### config.mk
export PLATFORM = sky130hd
export DESIGN_NAME = counter_driver
export DESIGN_NICKNAME = d
export VERILOG_FILES = /design/src/rtl/counter_driver_pkg.sv /design/src/rtl/counter_driver_evcnt.sv /design/src/rtl/counter_driver.sv
export SDC_FILE = /design/constraint.sdc
export NUM_CORES = 1
export LEC_CHECK = 0
export BUFFER_PORTS_ARGS = -buffer_cell sky130_fd_sc_hd__buf_2
export CAP_MARGIN = 40
export CELL_PAD_IN_SITES_DETAIL_PLACEMENT = 1
export CELL_PAD_IN_SITES_GLOBAL_PLACEMENT = 1
export CORE_UTILIZATION = 30
export DETAILED_ROUTE_END_ITERATION = 8
export PLACE_DENSITY = 0.64
export SLEW_MARGIN = 20
export SYNTH_ARGS = -nofsm -noshare
export SYNTH_HDL_FRONTEND = slang
export SYNTH_SLANG_ARGS = --single-unit
### constraint.sdc
create_clock -name clk -period 2.2 [get_ports clk]
set_input_delay 0.33 -clock clk [delete_from_list [all_inputs] [get_ports clk]]
set_output_delay 0.33 -clock clk [all_outputs]
set_load 0.1 [all_outputs]
### src/rtl/counter_driver_pkg.sv
// Shared types and defaults for the counter_driver command sequencer.
package counter_driver_pkg;

    localparam int unsigned DEF_SIZE  = 4;
    localparam int unsigned DEF_LEN_W = 8;

    typedef enum logic [1:0] {
        OP_WAIT   = 2'd0,
        OP_LOAD   = 2'd1,
        OP_RUN_UP = 2'd2,
        OP_RUN_DN = 2'd3
    } op_e;

    typedef enum logic [2:0] {
        ST_IDLE,
        ST_LOAD,
        ST_RUN,
        ST_WAIT,
        ST_DONE
    } state_e;

endpackage

### src/rtl/counter_driver_evcnt.sv
// Saturating event counter with synchronous clear (priority) and increment enable.
module counter_driver_evcnt #(
    parameter int unsigned W = 8
) (
    input  logic         clk,
    input  logic         reset,
    input  logic         clr,
    input  logic         inc,
    output logic [W-1:0] count
);

    // Clear wins over increment; count sticks at all-ones.
    always_ff @(posedge clk or negedge reset) begin
        if (!reset)
            count <= '0;
        else if (clr)
            count <= '0;
        else if (inc && (count != '1))
            count <= count + W'(1);
    end

endmodule

### src/rtl/counter_driver.sv
// Command-driven sequencer for the counter control interface.
// Optional macro COUNTER_DRIVER_HOLD_EN adds a 'hold' input that stalls RUN/WAIT.
module counter_driver
    import counter_driver_pkg::*;
#(
    parameter int unsigned SIZE  = DEF_SIZE,
    parameter int unsigned LEN_W = DEF_LEN_W
) (
    input  logic             clk,
    input  logic             reset,
    input  logic             cmd_valid,
    output logic             cmd_ready,
    input  logic [1:0]       cmd_op,
    input  logic [SIZE-1:0]  cmd_data,
    input  logic [LEN_W-1:0] cmd_len,
    output logic             enable,
    output logic             preload,
    output logic [SIZE-1:0]  preload_data,
    output logic             mode,
    input  logic             detect,
    input  logic [SIZE-1:0]  result,
`ifdef COUNTER_DRIVER_HOLD_EN
    input  logic             hold,
`endif
    output logic             done,
    output logic [SIZE-1:0]  last_result,
    output logic [LEN_W-1:0] detect_count
);

    state_e           state, state_nxt;
    logic [LEN_W-1:0] remaining, remaining_nxt;
    logic             tick, tick_nxt;
    logic             enable_nxt, preload_nxt, mode_nxt, done_nxt;
    logic [SIZE-1:0]  preload_data_nxt, last_result_nxt;
    logic             hold_i;
    logic             accept;
    op_e              op;

`ifdef COUNTER_DRIVER_HOLD_EN
    assign hold_i = hold;
`else
    assign hold_i = 1'b0;
`endif

    assign cmd_ready = (state == ST_IDLE);
    assign accept    = cmd_valid && cmd_ready;
    assign op        = op_e'(cmd_op);

    // State and registered outputs.
    always_ff @(posedge clk or negedge reset) begin
        if (!reset) begin
            state        <= ST_IDLE;
            remaining    <= '0;
            tick         <= 1'b0;
            enable       <= 1'b0;
            preload      <= 1'b0;
            preload_data <= '0;
            mode         <= 1'b0;
            done         <= 1'b0;
            last_result  <= '0;
        end else begin
            state        <= state_nxt;
            remaining    <= remaining_nxt;
            tick         <= tick_nxt;
            enable       <= enable_nxt;
            preload      <= preload_nxt;
            preload_data <= preload_data_nxt;
            mode         <= mode_nxt;
            done         <= done_nxt;
            last_result  <= last_result_nxt;
        end
    end

    // Next-state and next-output decode. 'tick' marks a cycle that consumes
    // one unit of len; hold clears it so the stalled cycle is not counted.
    always_comb begin
        state_nxt        = state;
        remaining_nxt    = remaining;
        tick_nxt         = 1'b0;
        preload_nxt      = 1'b0;
        preload_data_nxt = preload_data;
        mode_nxt         = mode;
        done_nxt         = 1'b0;
        last_result_nxt  = last_result;

        unique case (state)
            ST_IDLE: begin
                if (accept) begin
                    remaining_nxt = cmd_len;
                    unique case (op)
                        OP_LOAD: begin
                            state_nxt        = ST_LOAD;
                            preload_nxt      = 1'b1;
                            preload_data_nxt = cmd_data;
                        end
                        OP_RUN_UP, OP_RUN_DN: begin
                            if (cmd_len != '0) begin
                                state_nxt = ST_RUN;
                                tick_nxt  = 1'b1;
                                mode_nxt  = (op == OP_RUN_UP);
                            end else begin
                                state_nxt = ST_DONE;
                                done_nxt  = 1'b1;
                            end
                        end
                        OP_WAIT: begin
                            if (cmd_len != '0) begin
                                state_nxt = ST_WAIT;
                                tick_nxt  = 1'b1;
                            end else begin
                                state_nxt = ST_DONE;
                                done_nxt  = 1'b1;
                            end
                        end
                        default: ;
                    endcase
                end
            end
            ST_LOAD: begin
                state_nxt = ST_DONE;
                done_nxt  = 1'b1;
            end
            ST_RUN, ST_WAIT: begin
                if (tick && (remaining == LEN_W'(1))) begin
                    state_nxt = ST_DONE;
                    done_nxt  = 1'b1;
                end else begin
                    if (tick)
                        remaining_nxt = remaining - LEN_W'(1);
                    tick_nxt = !hold_i;
                end
            end
            ST_DONE: begin
                state_nxt       = ST_IDLE;
                last_result_nxt = result;
            end
            default: state_nxt = ST_IDLE;
        endcase

        enable_nxt = tick_nxt && (state_nxt == ST_RUN);
    end

    // Detect events are counted in RUN and in DONE to absorb the counter's
    // one-cycle registered lag.
    counter_driver_evcnt #(
        .W (LEN_W)
    ) u_evcnt (
        .clk   (clk),
        .reset (reset),
        .clr   (accept),
        .inc   (detect && ((state == ST_RUN) || (state == ST_DONE))),
        .count (detect_count)
    );

endmodule

==> results.md <==
- DR iter-0 viols: 49
- Final global-route overflow total: 0
- Port Buffers: 42
- Dpl hpwl: 3.02 mm
- Largest family of logic cells by synthesized area: simple AND/OR/NAND/NOR gates
- Reg-to-Reg Start: state[0]
- Core Footprint: 0.00547 mm²
- ANT nets after route: 0
- Post-synth EDFFs: 0
- CTS sink count: 32
- Distinct cells, synth: 49
- Vias in the first global route: 1444
- CP Capture Point: cmd_ready
- R2R depth: 4
- Area grow syn2layout: 25.1%
- Initial antenna violation count: 0
- Fmax: 562 MHz
- Seq/Total Area, Yosys: 47.2%
- Met2 wire length: 1.93 mm
- Hold buffers post-CTS: 0
- Via density per instance: 5.01
- DRT Pass-1 Iters: 4
- WS Path Type: reg -> out
- Post-synthesis async set-or-reset flop share: 100%
- Fillers: 654
- CTS root buf: clkbuf_8
- WL met3: 132 µm
- Status: complete, no violations
- Diode count: 0
- CP Launch Point: state[0]
- Fin crit share: 80.9%
- Layout cell share with drive strength beyond 1: 34.9%
- Largest net degree at the start of global routing: 33
- First-pass GRT wire length: 7.21 mm
- Top_reg_cell synth: dfrtp_1
- TritonCTS Buffers: 5
- Post-Synth Simple-Gate Area: 22.6%
- Longest Clk Path Bufs: 2
- Fin area: 0.00212 mm²
- Reg clk slew, reported paths: 70 ps
- RePlAce Congestion: 0.802
- IO Pins: 43
- Gr usage total: 15.6%
- Synth Area in Compound Gates: 13.8%
- Die height: 77.2 µm
- Least-Margin Pin Slew: 722 ps
- Setup violations, final: 0
- Crit Reg-Reg Endpoint: done
- Max Cap Violations: 0
- R2R setup slack: 430 ps
- Placement Cell Area: 0.00198 mm²
- Mux share of post-synthesis cell area: 9.43%
- Slew Limit Fails: 0
- Setup TNS: 0 ps
- Post-cts resize count: 0
- Met1 wire length: 2.03 mm
- Flip-flop and latch count after synthesis: 32
- Cells after Synth: 159
- DR DRC count: 0
- Critical Path RT: 1870 ps
- Starting Density: 31.0%
- Max-slew headroom: 51.4%
- CP arrival: 1450 ps
- Worst-path fanout max: 9
- Total Nets Final: 233
- Final WL: 4.22 mm
- Post-CTS Setup Bufs: 0
- # H-tree levels: 2
- Post-synthesis adder-cell area fraction: 2.21%
- Worst setup EP type: output port
- Via count: 1407
- Xor/xnor share of the synthesized area: 0.516%
- Mean post-synth cell area: 10.7 µm²
- Hold crit path type: in -> reg
- YS warnings: 0
- Die width: 77.2 µm
- Crit path time final: 1780 ps
- Post-Syn Area: 0.00170 mm²
- RSZ-0062 raised after global routing: false
- Worst skew pair latency: 290 ps
- Top sig layer: met4
- Die ar.: 0.00596 mm²
- CTS tree: yes
- Syn Nets: 184
- Worst clock skew: 9.20 ps
- Wire per inst: 15.0 µm
- Fin Hold WS: 247 ps
- Hold Fails Final Rpt: 0
- Crit path launch type: flip-flop
- Row cnt: 27
==> cell usage after synthesis, types with 2 or more instances <==
| master | n | area share (%) |
|---|---|---|
| o211ai_1 | 3 | 1.3 |
| o21ai_0 | 3 | 0.88 |
| ha_1 | 3 | 2.2 |
| nor3_1 | 7 | 2.1 |
| nand4b_1 | 2 | 1.0 |
| nand3_1 | 6 | 1.8 |
| mux2i_1 | 7 | 4.1 |
| nor4_1 | 2 | 0.74 |
| dfrtp_1 | 32 | 47 |
| nand4_1 | 2 | 0.74 |
| inv_1 | 8 | 1.8 |
| nand2_1 | 12 | 2.7 |
| mux2_2 | 8 | 5.3 |
| a21oi_1 | 8 | 2.4 |
| a22oi_1 | 3 | 1.3 |
| and3_1 | 3 | 1.1 |
| nand3_2 | 2 | 1.2 |
| nor2_1 | 9 | 2.0 |
| or2b_1 | 2 | 0.88 |
| o22ai_1 | 2 | 0.74 |
| a31oi_1 | 5 | 1.8 |
| buf_6 | 3 | 2.0 |
==> critical path, cell delays in order (launching register included) <==
cell and delay [ps]:
dfrtp_1 490, nor3_2 220, buf_2 450
==> metrics by stage <==
step / utilization, % / cells / worst slack, ps
5_1_grt: 38.8 / 281 / 287
6_report: 38.8 / 281 / 421
3_3_place_gp: 36.2 / 271 / 465
4_1_cts: 38.3 / 279 / 387
2_1_floorplan: - / 159 / 93.2
3_5_place_dp: 36.2 / 271 / 414
==> layout make-up <==
type                    count  area, µm²  area share, %
inverters                   8       30.0           1.41
flip-flops and latches     32        801           37.7
repair buffers             47        263           12.4
well taps                  72       90.1           4.24
clock buffers               5       68.8           3.24
clock inverters             3       42.5           2.00
multi-input cells         114        830           39.0
==> routing by layer <==
metal	vias up	global-route usage (%)
li1	686	-
met1	681	20.7
met2	29	23.5
met3	11	3.81
met4	0	7.92
met5	-	0
==> flip-flops by register name (all words and copies together) (netlist names) <==
register / count
preload: 1
enable: 1
tick: 1
remaining: 8
mode: 1
u_evcnt.count: 8
state: 3
last_result: 4
preload_data: 4
done: 1
==> layout by cell type, fill, tap and decap left out, types with 2 or more instances in the layout <==
cell | netlist | routed
a22oi_1 | 3 | 3
and3_1 | 3 | 3
o22ai_1 | 2 | 2
o211ai_1 | 3 | 3
nand3_1 | 6 | 6
nor4_1 | 2 | 2
nand4_1 | 2 | 2
nand2_1 | 12 | 12
a31oi_1 | 5 | 5
ha_1 | 3 | 3
buf_2 | 1 | 42
o21ai_0 | 3 | 3
mux2_2 | 8 | 8
nand4b_1 | 2 | 2
buf_4 | 0 | 3
dfrtp_1 | 32 | 32
mux2i_1 | 7 | 7
nor2_1 | 9 | 9
nand3_2 | 2 | 2
clkbuf_8 | 0 | 5
a21oi_1 | 8 | 8
nor3_1 | 7 | 6
or2b_1 | 2 | 2
inv_1 | 8 | 8
==> worst min-delay path by stage <==
stage	slack (ps)	endpoint	startpoint	cells past startpoint
floorplan	30	done	reset	0
global placement	450	u_evcnt.count[4]	reset	1
detailed placement	450	u_evcnt.count[5]	reset	1
CTS	130	state[1]	reset	1
global route	240	state[0]	cmd_op[1]	2
finish	250	state[0]	cmd_op[1]	2
==> cells by family after synthesis <==
family                     count (synthesis)
and+or+nand+nor                           61
AOI/OAI and AO/OA                         34
DFF                                       32
muxes                                     15
buffers and inverters                     13
adders and majority gates                  3
xor gates and xnor gates                   1
Power is not shown: default switching activity piles up to over one toggle a cycle in this logic, so the estimate is an artifact.
